## src/rtl/lsclk_pkg.sv

```systemverilog
// Shared definitions for the low-speed clock generator / monitor pair.
package lsclk_pkg;
  localparam int LSCLK_NB_COUNTER = 11;
  localparam int LSCLK_EXP_PERIOD = 900;  // must track the generator's COUNT_LIM

  typedef enum logic [1:0] {
    S_WAIT = 2'd0,
    S_RUN  = 2'd1,
    S_LOST = 2'd2
  } mon_state_t;
endpackage

```

## src/rtl/lsclk_monitor_edge_sync.sv

```systemverilog
// Two-flop synchronizer plus history flop for one asynchronous input.
// Raw edges are combinational; the strobes are the same edges registered once.
module edge_sync (
  input  logic clk,
  input  logic rst,
  input  logic i_async,
  output logic o_rise,
  output logic o_fall,
  output logic o_rise_stb,
  output logic o_fall_stb
);
  logic r_q1, r_q2, r_q3;

  assign o_rise = r_q2 & ~r_q3;
  assign o_fall = ~r_q2 & r_q3;

  always_ff @(posedge clk or posedge rst) begin
    if (rst) begin
      r_q1       <= 1'b0;
      r_q2       <= 1'b0;
      r_q3       <= 1'b0;
      o_rise_stb <= 1'b0;
      o_fall_stb <= 1'b0;
    end else begin
      r_q1       <= i_async;
      r_q2       <= r_q1;
      r_q3       <= r_q2;
      o_rise_stb <= o_rise;
      o_fall_stb <= o_fall;
    end
  end
endmodule

```

## src/rtl/lsclk_monitor.sv

```systemverilog
// Fast-domain monitor for the divided sampling clock: edge strobes,
// period/high-time measurement, lock and loss-of-clock status.
module lsclk_monitor
  import lsclk_pkg::*;
#(
  parameter int NB_COUNTER = LSCLK_NB_COUNTER,
  parameter int EXP_PERIOD = LSCLK_EXP_PERIOD,
  parameter int TOLERANCE  = 4,
  parameter int LOCK_COUNT = 4,
  parameter int TIMEOUT    = 1800
) (
  input  logic                  clk,
  input  logic                  rst,
  input  logic                  i_slow_clk,
  output logic                  o_rise_stb,
  output logic                  o_fall_stb,
  output logic [NB_COUNTER-1:0] o_period,
  output logic [NB_COUNTER-1:0] o_high,
  output logic                  o_meas_valid,
  output logic                  o_locked,
  output logic                  o_lost
);
  localparam int NB_G = $clog2(LOCK_COUNT + 1);
  localparam logic [NB_COUNTER:0]   LP_EXP  = (NB_COUNTER+1)'(EXP_PERIOD);
  localparam logic [NB_COUNTER:0]   LP_TOL  = (NB_COUNTER+1)'(TOLERANCE);
  localparam logic [NB_COUNTER-1:0] LP_TMO  = NB_COUNTER'(TIMEOUT - 1);
  localparam logic [NB_G-1:0]       LP_LOCK = NB_G'(LOCK_COUNT);

  logic                  w_rise, w_fall, w_good, w_tmo;
  logic [NB_COUNTER:0]   w_len, w_diff;
  logic [NB_G-1:0]       w_gcnt_inc;
  logic [NB_COUNTER-1:0] r_cnt;
  logic [NB_G-1:0]       r_gcnt;
  mon_state_t            r_state;

  edge_sync u_sync (
    .clk       (clk),
    .rst       (rst),
    .i_async   (i_slow_clk),
    .o_rise    (w_rise),
    .o_fall    (w_fall),
    .o_rise_stb(o_rise_stb),
    .o_fall_stb(o_fall_stb)
  );

  // One extra bit so |len - EXP| never underflows.
  assign w_len      = {1'b0, r_cnt} + (NB_COUNTER+1)'(1);
  assign w_diff     = (w_len >= LP_EXP) ? (w_len - LP_EXP) : (LP_EXP - w_len);
  assign w_good     = (w_diff <= LP_TOL);
  assign w_tmo      = (r_cnt == LP_TMO);
  assign w_gcnt_inc = (r_gcnt == LP_LOCK) ? r_gcnt : r_gcnt + NB_G'(1);

  always_ff @(posedge clk or posedge rst) begin
    if (rst)         r_cnt <= '0;
    else if (w_rise) r_cnt <= '0;
    else             r_cnt <= r_cnt + NB_COUNTER'(1);
  end

  always_ff @(posedge clk or posedge rst) begin
    if (rst) begin
      r_state      <= S_WAIT;
      r_gcnt       <= '0;
      o_period     <= '0;
      o_high       <= '0;
      o_meas_valid <= 1'b0;
      o_locked     <= 1'b0;
      o_lost       <= 1'b0;
    end else begin
      o_meas_valid <= 1'b0;
      case (r_state)
        S_WAIT: begin
          if (w_rise) begin
            r_state <= S_RUN;
          end else if (w_tmo) begin
            r_state  <= S_LOST;
            o_lost   <= 1'b1;
            o_locked <= 1'b0;
            r_gcnt   <= '0;
          end
        end
        S_RUN: begin
          // A rise on the timeout cycle still measures (and is judged bad).
          if (w_rise) begin
            o_period     <= w_len[NB_COUNTER-1:0];
            o_meas_valid <= 1'b1;
            if (w_good) begin
              r_gcnt   <= w_gcnt_inc;
              o_locked <= (w_gcnt_inc == LP_LOCK);
            end else begin
              r_gcnt   <= '0;
              o_locked <= 1'b0;
            end
          end else if (w_tmo) begin
            r_state  <= S_LOST;
            o_lost   <= 1'b1;
            o_locked <= 1'b0;
            r_gcnt   <= '0;
          end
          if (w_fall) o_high <= w_len[NB_COUNTER-1:0];
        end
        S_LOST: begin
          if (w_rise) begin
            r_state <= S_RUN;
            o_lost  <= 1'b0;
          end
        end
        default: r_state <= S_WAIT;
      endcase
    end
  end
endmodule
```

## config.mk

```make
export PLATFORM = sky130hd
export DESIGN_NAME = lsclk_monitor
export DESIGN_NICKNAME = d
export VERILOG_FILES = /design/src/rtl/lsclk_pkg.sv /design/src/rtl/lsclk_monitor_edge_sync.sv /design/src/rtl/lsclk_monitor.sv
export SDC_FILE = /design/constraint.sdc
export NUM_CORES = 1
export LEC_CHECK = 0
export CORE_ASPECT_RATIO = 0.9
export CORE_UTILIZATION = 54
export CTS_BUF_LIST = sky130_fd_sc_hd__clkbuf_8
export CTS_CLUSTER_SIZE = 28
export DETAILED_ROUTE_END_ITERATION = 8
export PLACE_DENSITY = 0.82
export SYNTH_ARGS = -nofsm -noshare
export SYNTH_HDL_FRONTEND = slang
export SYNTH_SLANG_ARGS = --single-unit
export TNS_END_PERCENT = 30
```

## constraint.sdc

```tcl
create_clock -name clk -period 3.6 [get_ports clk]
set_input_delay 0.72 -clock clk [delete_from_list [all_inputs] [get_ports clk]]
set_output_delay 0.72 -clock clk [all_outputs]
set_load 0.05 [all_outputs]
```

### After elaboration in Yosys (flattened, before gate mapping)

Cells that the tools add are included.

| word-level totals | value |
|---|---|
| register bits | 46 |
| logic and storage cells | 67 |

| operators by class | value |
|---|---|
| muxes and demuxes | 24 |
| bitwise logic cells | 4 |
| eq/ne operators | 10 |
| reductions and logical operators | 9 |
| $lt $le $gt $ge | 2 |
| $add $sub $neg | 5 |

Operator list:

| operator | count |
|---|---|
| 3-bit two-way mux | 5 |
| 11-bit by 1-bit adder with 12-bit output, second input constant | 1 |
| 12-bit by 10-bit greater-or-equal comparator with 1-bit output, second input constant | 1 |
| 12-bit by 3-bit <= comparator with 1-bit output, second input constant | 1 |
| 12-bit two-way mux | 1 |
| 10-bit by 12-bit subtractor with 12-bit output, first input constant | 1 |
| 12-bit by 10-bit subtractor with 12-bit output, second input constant | 1 |
| 11-bit by 1-bit adder with 11-bit output, second input constant | 1 |
| 11-bit equality test, second input constant | 1 |
| 11-bit two-way mux | 1 |
| 1-bit two-way mux | 9 |
| 2-bit two-way mux | 4 |
| 2-bit AND reduction | 4 |
| 3-bit equality test, second input constant | 2 |
| 2-bit != test, second input constant | 3 |
| 2-bit case mux with 3 select lines | 1 |
| 3-bit case mux with 2 select lines | 1 |
| 2-bit by 1-bit != test with 1-bit output, second input constant | 2 |
| 1-bit case mux with 2 select lines | 2 |
| 4-bit AND reduction | 1 |
| 2-bit nonzero test | 2 |
| 3-bit by 1-bit adder with 3-bit output, second input constant | 1 |
| 1-bit AND | 2 |
| 2-bit by 1-bit equality test with 1-bit output, second input constant | 1 |
| other kinds (4) | 5 |

### Depth between registers and ports, before layout

Gate-level depths: netlist (run 1).

| depth | value |
|---|---|
| word-level depth | 7 |
| mapped depth | 13 |
| mapped depth without buffers | 12 |

### By module

Synthesis (run 1) repeated with hierarchy kept, for this count alone.

| second synthesis, totals | value |
|---|---|
| cell total of the unflattened synthesis | 282 |
| area, all modules | 2,667.6 um^2 |

By module, submodules not included:

| module | cells each | seq. area each (um^2) | area each (um^2) | instances |
|---|---|---|---|---|
| lsclk_monitor | 274 | 1,026.0 | 2,523.7 | 1 |
| edge_sync | 8 | 125.1 | 143.9 | 1 |

### Worst setup path after synthesis (run 1)

OpenSTA, ideal clock, no wires.

| path | value |
|---|---|
| path type | reg2reg |
| start | register r_cnt[1] |
| end | register r_gcnt[0] |
| path slack | 0.875 ns |
| stages on the path, launching flop included | 14 |
| data arrival time | 2.646 ns |
| data required time | 3.521 ns |
| path buffers | 1 |
| period minus slack after synthesis | 2.725 ns |
| cell sequence | dfrtp_1 > ha_1 > buf_4 > xnor2_2 > inv_2 > ha_1 > a21oi_1 > o32a_1 > o21ai_1 > xnor2_1 > a2111oi_2 > nor4b_4 > o211ai_1 > mux2i_1 |

| on the way | value |
|---|---|
| cells in the longest elaborated chain, start to end | 7 |
| elaborated cells on any way between the ends | 12 |

RTL lines:

| item | line | RTL |
|---|---|---|
| start, declared | lsclk_monitor.sv:32 | `logic [NB_COUNTER-1:0] r_cnt;` |
| start signal, assigned | lsclk_monitor.sv:56 | `else r_cnt <= r_cnt + NB_COUNTER'(1);` |
| 11-bit by 1-bit adder with 12-bit output * | lsclk_monitor.sv:47 | `assign w_len = {1'b0, r_cnt} + (NB_COUNTER+1)'(1);` |
| net w_len[2] | lsclk_monitor.sv:30 | `logic [NB_COUNTER:0] w_len, w_diff;` |
| 10-bit by 12-bit subtractor with 12-bit output (tied with other cells) | lsclk_monitor.sv:48 | `assign w_diff = (w_len >= LP_EXP) ? (w_len - LP_EXP) : (LP_EXP - w_len);` |
| 12-bit two-way mux * | lsclk_monitor.sv:48 |  |
| 12-bit by 3-bit <= comparator with 1-bit output * | lsclk_monitor.sv:49 | `assign w_good = (w_diff <= LP_TOL);` |
| 3-bit two-way mux * | lsclk_monitor.sv:86 | `if (w_good) begin` |
| 3-bit two-way mux * | lsclk_monitor.sv:83 | `if (w_rise) begin` |
| 3-bit case mux with 2 select lines * | lsclk_monitor.sv:70 | `case (r_state)` |
| end signal, assigned | lsclk_monitor.sv:87 | `r_gcnt <= w_gcnt_inc;` |
| end, declared | lsclk_monitor.sv:33 | `logic [NB_G-1:0] r_gcnt;` |

The timed path passes the listed nets; every way through them passes the cells marked *. The select of a mux whose other input is x is not followed.
A chain may end at the register's enable or synchronous reset.

### Worst setup path after layout (run 1)

| path | value |
|---|---|
| start | register r_cnt[0] |
| end | register r_gcnt[1] |

The elaborated chain is that of the path after synthesis.

==> impl_metrics.tcl, run 1 <==
set metrics [dict create \
    syn_inst 280 \
    synth_seq_cells 46 \
    synth_fa_ha_area_share_pct 2.87 \
    clock_skew_ps 11.9 \
    area_growth_syn_to_layout_pct 14.7 \
    tightest_slew_ps 923 \
    worst_r2r_endpoint "r_gcnt[1]" \
    crit_path_max_fanout 11 \
    synthMuxAreaShare_pct 1.67 \
    report.final.slew_viol_count 0 \
    htree_levels 2 \
    yosysSeqAreaShare_pct 44.0 \
    arrival_ps 3370 \
    routed-via-count 2155 \
    antenna_found_initial 0 \
    cts_hold_buf 0 \
    setup_viol 0 \
    syn_area_mm2 0.00262 \
    async_flop_share_pct 100 \
    yosys_warnings 0 \
    cts_tree "yes" \
    dr.pass1.iters 4 \
    grt_max_degree 47 \
    vias_per_cell 5.92 \
    fin_nets 310 \
    grt_pass1_wl_um 9810 \
    netlist_top_cells_area "dfrtp_1 44%, nor2_1 4.9%, nand2_1 4.2%" \
    dp_hpwl_um 4310 \
    layout_common_cells "46 x dfrtp_1, 34 x nor2_1, 29 x nand2_1, 29 x clkdlybuf4s50_1, 18 x a21oi_1" \
    worstPathRequired_ps 3820 \
    track_usage_pct 26.1 \
    ff2ff_setup_slack_ps 450 \
    hold_violations 0 \
    ctsResizeCount 0 \
    clkSinkCount 46 \
    routabilityCongestion 0.852 \
    dieHeight_um 68.0 \
    antenna_cells 0 \
    start_util_pct 57.5 \
    ir_worst_vdd_mv 0.713 \
    drt-initial-drc-count 186 \
    final_common_cell "dfrtp_1" \
    post-route-util_pct 66.0 \
    powerDensity_mw_per_mm2 567 \
    crit_path_end "r_gcnt[1]" \
    synthSimpleGateAreaFrac_pct 22.4 \
    synth-edff-count 0 \
    r2r-start "r_cnt[0]" \
    synth_compound_area_share_pct 17.6 \
    r2r_cells 12 \
    rsz0062_at_grt "no" \
    core_mm2 0.00455 \
    maxCapViolations 0 \
    fmax_ghz 0.318 \
    synth_top_area_cell "dfrtp_1" \
    start_kind "flop" \
    synth_nets 289 \
    tns_ps 0 \
    cts-root-buf "clkbuf_8" \
    finalPower_mw 1.70 \
    wl_per_cell_um 16.6 \
    timing.hold.ws_ps 360 \
    status "completed" \
    criticalPathCategory "reg2reg" \
    post_route_cells_drive_above_1_share_pct 9.27 \
    grt_pass1_vias 1950 \
    hold_class "reg2reg" \
    power.leakage_nw 1.19 \
    synth_ff_type "dfrtp_1" \
    post_cts_buffers 0 \
    startpoint "r_cnt[0]" \
    ant_nets 0 \
    die_x_um 75.4 \
    drc 0 \
    synth_cell_types 64 \
    cts_max_path_buffers 2 \
    grt.overflow.total 0 \
    cts-buffers-inserted 5 \
    min_period_over_period_pct 87.4 \
    clk_latency_ps 300 \
    min_period_ps 3150 \
    rows 23 \
    ios 30 \
    port_buffers 29 \
    synth-xor-area-share_pct 6.36 \
    wirelength_um 6040 \
    postSynthAreaPerCell_um2 9.34 \
    synth_top_cell_area_share_pct 44.0 \
    die_area_mm2 0.00513 \
    synth_top_family_by_area "simple AND/OR/NAND/NOR gates" \
    setup.worst_path.end_class "flop" \
    maxSlewHeadroom_pct 38.4 \
    cts.clk_slew.worst_paths_ps 100 \
    fillers 385 \
]
==> Yosys cell counts (all sizes together) (3+ instances only) <==
library cell	number
a21oi	18
nand4	3
xnor2	12
nor2b	3
buf	11
nor2	34
nor3	7
dfrtp	46
a32oi	3
mux2	3
nand2	30
nand2b	4
xor2	4
o32ai	3
and3	3
ha	6
nand3	8
o21ai	22
clkbuf	7
and2	4
inv	10
==> metal layers <==
layer	share of wire, %	GRT usage (%)
met1	50	38.9
met2	44	39.5
met3	5.4	4.71
met4	0.73	6.25
met5	0	0
==> stage by stage <==
stage	setup WS, ps	cells	instance area (um2)
finish	452	364	3000
global route	227	364	3000
floorplan	875	280	2620
CTS	456	364	3000
detailed placement	469	356	2910
global placement	654	356	2910
==> kinds of logic (layout without fill, tap and decap cells) <==
family	after synthesis	in the layout
XOR/XNOR	16	16
multiplexers	4	4
adder cells (fa/ha/maj)	6	6
flip-flops	46	46
AO/OA/AOI/OAI	70	70
AND/OR/NAND/NOR	110	110
buffers and inverters	28	50
==> power by group <==
part	leakage (nW)	total (mW)	switching (mW)	internal [mW]
clock network	0.0489	0.332	0.191	0.141
logic	0.548	0.706	0.458	0.248
registers	0.594	0.665	0.0866	0.578
total	1.19	1.70	0.736	0.967
==> area by class of cell <==
cell class | count | area (um2) | share of cell area [%]
clock buffers | 5 | 68.8 | 2.29
clock inverters | 3 | 22.5 | 0.750
multi-input cells | 206 | 1330 | 44.4
repair buffers | 32 | 313 | 10.4
inverters | 10 | 37.5 | 1.25
well taps | 62 | 77.6 | 2.58
flip-flops and latches | 46 | 1150 | 38.3
==> flip-flops by register name (all words and copies together) (netlist names) <==
register and count:
o_high 11, o_period 11, r_cnt 11, r_gcnt 3, r_state 2, o_locked 1, o_lost 1, o_meas_valid 1
u_sync.o_fall_stb 1, u_sync.o_rise_stb 1, u_sync.r_q1 1, u_sync.r_q2 1, u_sync.r_q3 1
==> worst min path at each step <==
stage / from / cells past startpoint / to / slack [ps]
after floorplan: u_sync.r_q1 / 0 / u_sync.r_q2 / 330
after global placement: u_sync.r_q1 / 0 / u_sync.r_q2 / 340
after detailed placement: u_sync.r_q1 / 0 / u_sync.r_q2 / 340
after CTS: u_sync.r_q1 / 0 / u_sync.r_q2 / 360
after global routing: u_sync.r_q1 / 0 / u_sync.r_q2 / 370
final: u_sync.r_q1 / 0 / u_sync.r_q2 / 360
==> worst max-delay path, stage by stage, from the launching register on <==
cell,delay (ps)
dfrtp_1,520
ha_1,300
xnor2_2,370
inv_2,70
ha_1,240
a21oi_1,250
o32a_1,200
o21ai_1,70
xnor2_1,140
a2111oi_2,310
nor4b_4,300
o211ai_1,150
o22ai_1,160
Note: power is estimated with default switching activity, not from simulation.
==> inputs of run 2 (changes only) <==
--- a/config.mk
+++ b/config.mk
@@ -11,6 +11,7 @@
 export CTS_CLUSTER_SIZE = 28
 export DETAILED_ROUTE_END_ITERATION = 8
 export PLACE_DENSITY = 0.82
+export SKIP_CTS_REPAIR_TIMING = 1
 export SYNTH_ARGS = -nofsm -noshare
 export SYNTH_HDL_FRONTEND = slang
 export SYNTH_SLANG_ARGS = --single-unit
==> results of run 2 <==
The final DEF is identical to that of run 1; final timing and power are the same.
